File: src/rtl/i2c_route_ctrl.sv
// I2C slave configuration controller for the TDM routing fabric.
// Holds the per-slot route-select registers and a read-only ID byte behind a pointer-addressed register map.
module i2c_route_ctrl #(
   parameter logic [6:0]             DEV_ADDR      = 7'h3A,
   parameter int                     NUM_ROUTE     = 4,
   parameter logic [7:0]             ID_VALUE      = 8'hA1,
   parameter logic [8*NUM_ROUTE-1:0] ROUTE_DEFAULT = 32'h03020100
) (
   input  logic                     clkin,
   input  logic                     nrst,
   input  logic                     scl,
   input  logic                     sda_in,
   output logic                     sda_oe,
   output logic [8*NUM_ROUTE-1:0]   route_cfg,
   output logic                     cfg_update,
   output logic                     busy
);

   localparam int         IDX_W    = (NUM_ROUTE > 1) ? $clog2(NUM_ROUTE) : 1;
   localparam logic [7:0] NUM_ROUTE_B = 8'(NUM_ROUTE);

   typedef enum logic [3:0] {
      S_IDLE, S_ADDR, S_ADDR_ACK, S_PTR, S_PTR_ACK,
      S_WDATA, S_WDATA_ACK, S_RDATA, S_RDATA_ACK, S_IGNORE
   } state_t;

   state_t      state_q, state_d;
   logic [3:0]  bit_cnt_q, bit_cnt_d;
   logic [7:0]  sr_q, sr_d;
   logic [7:0]  ptr_q, ptr_d;
   logic        sda_oe_d, busy_d, got_ack_q, got_ack_d, wr_en;
   logic [7:0]  regs [NUM_ROUTE];
   logic [7:0]  rd_byte;

   logic scl_s1, scl_s2, scl_d, sda_s1, sda_s2, sda_d;
   logic scl_rise, scl_fall, start_det, stop_det;

   // NOTE: sequential state uses non-blocking assignments so every flop samples pre-edge values.
   always_ff @(posedge clkin or negedge nrst) begin
      if (!nrst) begin
         {scl_s1, scl_s2, scl_d} <= 3'b111;
         {sda_s1, sda_s2, sda_d} <= 3'b111;
      end else begin
         {scl_s1, scl_s2, scl_d} <= {scl, scl_s1, scl_s2};
         {sda_s1, sda_s2, sda_d} <= {sda_in, sda_s1, sda_s2};
      end
   end

   assign scl_rise  =  scl_s2 & ~scl_d;
   assign scl_fall  = ~scl_s2 &  scl_d;
   assign start_det =  scl_s2 &  scl_d &  sda_d & ~sda_s2;
   assign stop_det  =  scl_s2 &  scl_d & ~sda_d &  sda_s2;

   always_comb begin
      if (ptr_q < NUM_ROUTE_B)       rd_byte = regs[ptr_q[IDX_W-1:0]];
      else if (ptr_q == NUM_ROUTE_B) rd_byte = ID_VALUE;
      else                           rd_byte = 8'h00;
   end

   // NOTE: every combinational output gets a default first so no path can infer a latch.
   always_comb begin
      state_d   = state_q;
      bit_cnt_d = bit_cnt_q;
      sr_d      = sr_q;
      ptr_d     = ptr_q;
      sda_oe_d  = sda_oe;
      busy_d    = busy;
      got_ack_d = got_ack_q;
      wr_en     = 1'b0;
      if (start_det) begin
         state_d   = S_ADDR;
         bit_cnt_d = 4'd0;
         sda_oe_d  = 1'b0;
      end else if (stop_det) begin
         state_d  = S_IDLE;
         sda_oe_d = 1'b0;
         busy_d   = 1'b0;
      end else begin
         unique case (state_q)
            S_ADDR, S_PTR, S_WDATA: begin
               if (scl_rise && bit_cnt_q != 4'd8) begin
                  sr_d      = {sr_q[6:0], sda_s2};
                  bit_cnt_d = bit_cnt_q + 4'd1;
               end else if (scl_fall && bit_cnt_q == 4'd8) begin
                  bit_cnt_d = 4'd0;
                  sda_oe_d  = 1'b1;
                  if (state_q == S_ADDR) begin
                     if (sr_q[7:1] == DEV_ADDR) begin
                        state_d = S_ADDR_ACK;
                        busy_d  = 1'b1;
                     end else begin
                        state_d  = S_IGNORE;
                        sda_oe_d = 1'b0;
                        busy_d   = 1'b0;
                     end
                  end else if (state_q == S_PTR) begin
                     ptr_d   = sr_q;
                     state_d = S_PTR_ACK;
                  end else begin
                     wr_en   = (ptr_q < NUM_ROUTE_B);
                     ptr_d   = ptr_q + 8'd1;
                     state_d = S_WDATA_ACK;
                  end
               end
            end
            S_ADDR_ACK: if (scl_fall) begin
               bit_cnt_d = 4'd0;
               if (sr_q[0]) begin
                  sr_d     = rd_byte;
                  sda_oe_d = ~rd_byte[7];
                  state_d  = S_RDATA;
               end else begin
                  sda_oe_d = 1'b0;
                  state_d  = S_PTR;
               end
            end
            S_PTR_ACK, S_WDATA_ACK: if (scl_fall) begin
               sda_oe_d = 1'b0;
               state_d  = S_WDATA;
            end
            S_RDATA: if (scl_fall) begin
               if (bit_cnt_q == 4'd7) begin
                  bit_cnt_d = 4'd0;
                  sda_oe_d  = 1'b0;
                  got_ack_d = 1'b0;
                  state_d   = S_RDATA_ACK;
               end else begin
                  bit_cnt_d = bit_cnt_q + 4'd1;
                  sr_d      = {sr_q[6:0], 1'b0};
                  sda_oe_d  = ~sr_q[6];
               end
            end
            S_RDATA_ACK: begin
               if (scl_rise) begin
                  if (sda_s2) state_d = S_IGNORE;
                  else begin
                     got_ack_d = 1'b1;
                     ptr_d     = ptr_q + 8'd1;
                  end
               end else if (scl_fall && got_ack_q) begin
                  sr_d     = rd_byte;
                  sda_oe_d = ~rd_byte[7];
                  state_d  = S_RDATA;
               end
            end
            default: ;
         endcase
      end
   end

   always_ff @(posedge clkin or negedge nrst) begin
      if (!nrst) begin
         state_q    <= S_IDLE;
         bit_cnt_q  <= 4'd0;
         sr_q       <= 8'h00;
         ptr_q      <= 8'h00;
         sda_oe     <= 1'b0;
         busy       <= 1'b0;
         got_ack_q  <= 1'b0;
         cfg_update <= 1'b0;
      end else begin
         state_q    <= state_d;
         bit_cnt_q  <= bit_cnt_d;
         sr_q       <= sr_d;
         ptr_q      <= ptr_d;
         sda_oe     <= sda_oe_d;
         busy       <= busy_d;
         got_ack_q  <= got_ack_d;
         cfg_update <= wr_en;
      end
   end

   // NOTE: the register file is small and needs a defined routing at power-up, so it is reset like ordinary flops.
   always_ff @(posedge clkin or negedge nrst) begin
      if (!nrst) begin
         for (int i = 0; i < NUM_ROUTE; i++) regs[i] <= ROUTE_DEFAULT[8*i +: 8];
      end else if (wr_en) begin
         regs[ptr_q[IDX_W-1:0]] <= sr_q;
      end
   end

   for (genvar g = 0; g < NUM_ROUTE; g++) begin : g_route
      assign route_cfg[8*g +: 8] = regs[g];
   end

endmodule

File: config.mk
export PLATFORM = sky130hd
export DESIGN_NAME = i2c_route_ctrl
export DESIGN_NICKNAME = d
export VERILOG_FILES = /design/src/rtl/i2c_route_ctrl.sv
export SDC_FILE = /design/constraint.sdc
export NUM_CORES = 1
export LEC_CHECK = 0
export ABC_CLOCK_PERIOD_IN_PS = 2400
export CORE_MARGIN = 8
export CORE_UTILIZATION = 51
export CTS_CLUSTER_DIAMETER = 60
export DETAILED_ROUTE_END_ITERATION = 12
export MAX_ROUTING_LAYER = met4
export PLACE_DENSITY = 0.76
export SYNTH_ARGS = -nofsm -noshare
export SYNTH_HDL_FRONTEND = slang
export SYNTH_SLANG_ARGS = --single-unit
export TNS_END_PERCENT = 50
File: constraint.sdc
create_clock -name clkin -period 2.4 [get_ports clkin]
set_clock_uncertainty 0.2 [all_clocks]
set_input_delay 0.24 -clock clkin [delete_from_list [all_inputs] [get_ports clkin]]
set_output_delay 0.24 -clock clkin [all_outputs]
set_load 0.01 [all_outputs]
**Word level (Yosys, flattened, before mapping)**

Index checks and enable logic that the tools add are counted.

- Bits in registers: 66
- Input bits: 4
- Output and inout port bits: 35
- Word-level logic and storage cells: 181

- Add/subtract/negate cells: 2
- Order comparisons: 3
- Equality and inequality tests: 41
- Multiplexer cells: 78
- Bitwise logic cells: 16
- Reduce and logical (&&, ||, !) cells: 22

Operators by type and width:

| cell | number |
|---|---|
| 8-bit 2-to-1 mux | 18 |
| 4-bit 2-to-1 mux | 20 |
| 4-bit != test, second input constant | 10 |
| 32-bit bitwise mux | 1 |
| 8-bit case mux with 4 select lines | 1 |
| 2-bit != test, second input constant | 15 |
| 1-bit 2-to-1 mux | 29 |
| 4-bit by 3-bit equality test with 1-bit output, second input constant | 5 |
| 4-bit case mux with 5 select lines | 1 |
| 9-bit AND reduction | 2 |
| 8-bit binary-select mux with 2-bit select | 1 |
| 8-bit demux with 2-bit select | 1 |
| 8-bit case mux with 2 select lines | 1 |
| 8-bit AND reduction | 2 |
| 4-bit case mux with 3 select lines | 1 |
| 5-bit != test, second input constant | 2 |
| 10-bit AND reduction | 1 |
| 5-bit AND reduction | 2 |
| 2-bit nonzero test | 5 |
| 8-bit by 1-bit adder with 8-bit output, second input constant | 1 |
| 4-bit by 2-bit equality test with 1-bit output, second input constant | 2 |
| 4-bit equality test, second input constant | 2 |
| 8-bit by 3-bit equality test with 1-bit output, second input constant | 1 |
| 8-bit by 3-bit less-than comparator with 1-bit output, second input constant | 1 |
| 19 further kinds | 37 |

**Longest topological paths before layout**

- Depth after elaboration: 11
- Depth in mapped cells: 9
- Gate-level depth less buffers: 7

**Worst setup path before layout**

No wires, ideal clock.

- Path type: register -> register
- From: register ptr_q[0]
- To: register sr_q[0]
- Library setup time: 0.125 ns
- Data arrival time: 2.147 ns
- Required time: 2.075 ns
- Slack: -0.071 ns
- Stages on the path, launching flop included: 9
- Path buffers: 2
- Clock period less this slack: 2.471 ns
- Cell sequence: dfrtp_1 -> clkbuf_1 -> clkbuf_1 -> inv_1 -> ha_1 -> nand2_1 -> o221ai_1 -> a22o_1 -> mux2_2

- Word-level cells in the longest chain between the ends: 8
- Elaborated cells on any way between the ends: 13
- Those cells by class: order compare (1); eq/ne (1); mux (10); bitwise (1)

RTL lines:

| element | line | RTL |
|---|---|---|
| start, declared | 30 | `logic [7:0] ptr_q, ptr_d;` |
| start signal, assigned | 165 | `ptr_q <= ptr_d;` |
| branches (longest 4 deep; another with 8-bit by 3-bit less-than comparator with 1-bit output) | - |  |
| 8-bit 2-to-1 mux (*) | 55 | `if (ptr_q < NUM_ROUTE_B) rd_byte = regs[ptr_q[IDX_W-1:0]];` |
| 8-bit 2-to-1 mux, on equally long branches | 140, 108 |  |
| 8-bit 2-to-1 mux, on equally long branches | 134, 106 |  |
| 8-bit case mux with 4 select lines (*) | 79 | `unique case (state_q)` |
| end signal, assigned | 164 | `sr_q <= sr_d;` |
| end, declared | 29 | `logic [7:0] sr_q, sr_d;` |

Mark *: on every way between the ends. The select of a mux whose other input is x is not followed.
A chain may end at the register's enable or synchronous reset.

**Final worst setup path**

- From: register ptr_q[7]
- To: register regs (netlist bit route_cfg[9])

- Word-level cells in the longest chain between the ends: 8

RTL lines:

| element | line | RTL |
|---|---|---|
| 8-bit by 3-bit less-than comparator with 1-bit output | 100 | `wr_en = (ptr_q < NUM_ROUTE_B);` |
| 1-bit 2-to-1 mux | 96 | `end else if (state_q == S_PTR) begin` |
| 1-bit 2-to-1 mux | 87 | `if (state_q == S_ADDR) begin` |
| 1-bit 2-to-1 mux | 84 | `end else if (scl_fall && bit_cnt_q == 4'd8) begin` |
| 1-bit 2-to-1 mux | 81 | `if (scl_rise && bit_cnt_q != 4'd8) begin` |
| 1-bit 2-to-1 mux | 79 |  |
| 1-bit 2-to-1 mux | 74 | `end else if (stop_det) begin` |
| 1-bit 2-to-1 mux | 70 | `if (start_det) begin` |
| end signal, assigned by index | 178 | `regs[ptr_q[IDX_W-1:0]] <= sr_q;` |
| end, declared | 32 | `logic [7:0] regs [NUM_ROUTE];` |

No other way between the ends.

==> flow_metrics.env <==
export IMPL_outcome="finished with violations"
export IMPL_violations="negative setup slack"
export IMPL_rr_startpoint="ptr_q[7]"
export IMPL_gr_usage_all_layers_pct=19.73
export IMPL_grt_max_degree=67
export IMPL_startpoint_type="register"
export IMPL_ys_warn_count=0
export IMPL_cp_end_kind="register"
export IMPL_layout_drive_gt1_share_pct=33.33
export IMPL_cts_htree_levels=3
export IMPL_grt_pass1_wl_mm=15.24
export IMPL_numCtsBuffers=9
export IMPL_start_util_pct=51.51
export IMPL_rsz0062_at_grt="yes"
export IMPL_final_max_slew_violation_count=0
export IMPL_worstPathArrival_ps=2430
export IMPL_area_delta_synth_final_pct=31.62
export IMPL_instances_no_fill=516
export IMPL_holdWs_ps=98.36
export IMPL_setup_viol=1
export IMPL_maxCapViolations=0
export IMPL_hold_path_end="scl_s1"
export IMPL_powerDensity_nw_per_um2=626.5
export IMPL_holdPathStages=1
export IMPL_switching_power_mw=0.8845
export IMPL_ys_flop_type="dfrtp_1"
export IMPL_io_buffers=38
export IMPL_worst_pin_slew_ps=640.4
export IMPL_ir_drop_mv=0.4235
export IMPL_rrSetupSlack_ps=-0.3
export IMPL_routed_wl_mm=9.650
export IMPL_pin_count=39
export IMPL_cts_tree="built"
export IMPL_cts_sink_count=66
export IMPL_syn_inst=336
export IMPL_switching_share_pct=29.34
export IMPL_antenna_cells=0
export IMPL_cellLeakagePower_nw=2.133
export IMPL_insertion_delay_ps=350
export IMPL_rr_endpoint="route_cfg[9]"
export IMPL_hp_start="scl"
export IMPL_max_slew_margin_pct=57.02
export IMPL_synth_cell_types=64
export IMPL_dr_first_iter_drc_count=234
export IMPL_path_max_fanout=8
export IMPL_syn_area_per_cell_um2=10.88
export IMPL_fp_row_count=31
export IMPL_via_per_inst=5.905
export IMPL_worstSetupPathType="register to register"
export IMPL_ys_seq_area_share_pct=45.52
export IMPL_pre_cts_ws_ps=-122.0
export IMPL_r2r_cells=6
export IMPL_antenna_left=0
export IMPL_gp_congestion=0.9118
export IMPL_dr_pass1_iters=5
export IMPL_final_min_clock_period_ps=2400
export IMPL_finalSetupTns_ps=-0.3157
export IMPL_ys_ff_latch=66
export IMPL_clk_pin_slew_ps=70
export IMPL_fmax_mhz=416.6
export IMPL_synth_nets=346
export IMPL_clockPowerShare_pct=35.3
export IMPL_die_area_um2=10130
export IMPL_required_ps=2430
export IMPL_grt_pass1_vias=3057
export IMPL_fp_coreArea_um2=7098
export IMPL_die_h_um=100.7
export IMPL_synth_edf_count=0
export IMPL_dr_total_vias=3047
export IMPL_final_area_um2=4812
export IMPL_root_buffer="clkbuf_8"
export IMPL_pwr_share_comb_pct=19.6
export IMPL_async_flop_share_pct=100.0
export IMPL_fin_nets=422
export IMPL_dp_hpwl_mm=6.691
export IMPL_setup_ws_ps=-0.3157
export IMPL_drc=0
export IMPL_netlist_area_um2=3656
export IMPL_intPower_mw=2.130
export IMPL_fp_dieW_um=100.7
export IMPL_placed_cells_incl_taps=496
export IMPL_antenna_found_initial=0
export IMPL_startpoint="ptr_q[7]"
export IMPL_clockBufferDepth=2
export IMPL_dpl_instance_area_um2=4389
export IMPL_hp_class="input port to register"
export IMPL_final_hold_violation_count=0
export IMPL_detail_route_wl_per_cell_um=18.70
export IMPL_grt_overflow=0
export IMPL_post_route_period_util_pct=100.0
export IMPL_p_seq_share_pct=45.1
==> power by group through the flow <==
stage / clock [mW] / combinational (mW) / sequential, mW
2_1_floorplan: 0 / 0.327 / 1.31
3_3_place_gp: 0 / 0.489 / 1.37
3_5_place_dp: 0 / 0.503 / 1.37
4_1_cts: 1.08 / 0.516 / 1.35
5_1_grt: 1.12 / 0.640 / 1.37
6_report: 1.06 / 0.591 / 1.36
==> Yosys cell counts, types with 3 or more instances <==
library cell	n	area [um^2]
ha_1	6	75.07
and3b_1	4	35.03
nor2_1	13	48.80
nand2_2	4	25.02
nand3b_1	3	22.52
nand2b_1	4	25.02
inv_1	12	45.04
a22o_1	5	43.79
buf_2	6	30.03
a211o_1	3	26.28
dfrtp_1	56	1401
dfstp_2	10	262.8
nand3_1	9	45.04
nor2b_1	7	43.79
mux2_2	40	450.4
nand2_1	31	116.4
mux4_2	5	112.6
o22ai_1	3	18.77
a21oi_1	15	75.07
nor3_1	8	40.04
o21ai_0	15	75.07
mux2i_1	10	100.1
o221ai_1	4	35.03
clkbuf_1	9	33.78
==> registers in the layout, summed over array words and instances (netlist names), 4 cells and up <==
signal / cells
ptr_q: 8
sr_q: 8
bit_cnt_q: 4
state_q: 4
route_cfg: 32
==> per-layer routing <==
layer,up-vias,track usage [%],routed length [um]
met5,-,-,0
li1,1401,-,-
met2,101,29.75,4556
met1,1526,25.36,4447
met3,19,3.315,452
met4,0,9.186,193
==> layout by cell type, fill, tap and decap left out, types with 5 or more instances in the layout <==
cell,count
a21oi_1,15
a22o_1,5
buf_4,35
buf_6,5
clkbuf_8,10
clkdlybuf4s50_1,37
dfrtp_1,55
dfstp_2,10
inv_1,12
mux2_2,33
mux2_4,8
mux2i_1,10
mux4_2,5
nand2_1,29
nand3_1,9
nor2_1,12
nor2b_1,7
nor3_1,8
o21ai_0,9
o21ai_1,6
==> cell type report <==
| cell class | count | area (um^2) |
|---|---|---|
| fill | 504 | 2286 |
| tap | 99 | 123.9 |
| timing repair buffer | 80 | 724.4 |
| clock buffer | 10 | 137.6 |
| inverter | 12 | 45.04 |
| sequential | 66 | 1665 |
| multi-input combinational | 243 | 2026 |
| clock inverter | 6 | 90.09 |
==> metrics by stage <==
stage / utilization, % / power, mW
floorplan: - / 1.635
finish: 67.79 / 3.015
CTS: 65.56 / 2.941
global route: 67.79 / 3.138
global placement: 61.84 / 1.859
detailed placement: 61.84 / 1.872
==> worst max-delay path, cell delays in order, from the launching register on <==
cell and delay, ps:
dfrtp_1 380, or4_4 550, or3_4 370, nor3_4 190, buf_6 190, nand2_8 100
mux2_4 320
==> repair_timing <==
action | 4_1_cts | 5_1_grt
resized for setup | 7 | 35
pin swaps | 2 | 7
hold buffers | 1 | 0
endpoints found under the hold margin | 61 | 0
setup endpoints to repair | 41 | 43
buffers inserted | 0 | 3
==> cells by family (layout without fill, tap and decap cells) <==
logic type,Yosys count,count (layout),synth area share [%]
mux,56,56,18.45
buf+inv,27,108,2.977
xor+xnor,3,3,0.7188
compound gates,70,70,13.48
fa+ha+maj,6,6,2.053
flops,66,66,45.52
simple gates,108,108,16.80
==> how the worst max path moves through the flow <==
stage	to	depth (start not counted)	slack [ps]
2_1_floorplan	route_cfg[9]	5	10
3_3_place_gp	route_cfg[9]	5	-30
3_5_place_dp	route_cfg[9]	5	-120
4_1_cts	route_cfg[9]	5	-20
5_1_grt	route_cfg[29]	6	-60
6_report	route_cfg[9]	6	-0.3
Power figures use the tool's default switching activity.
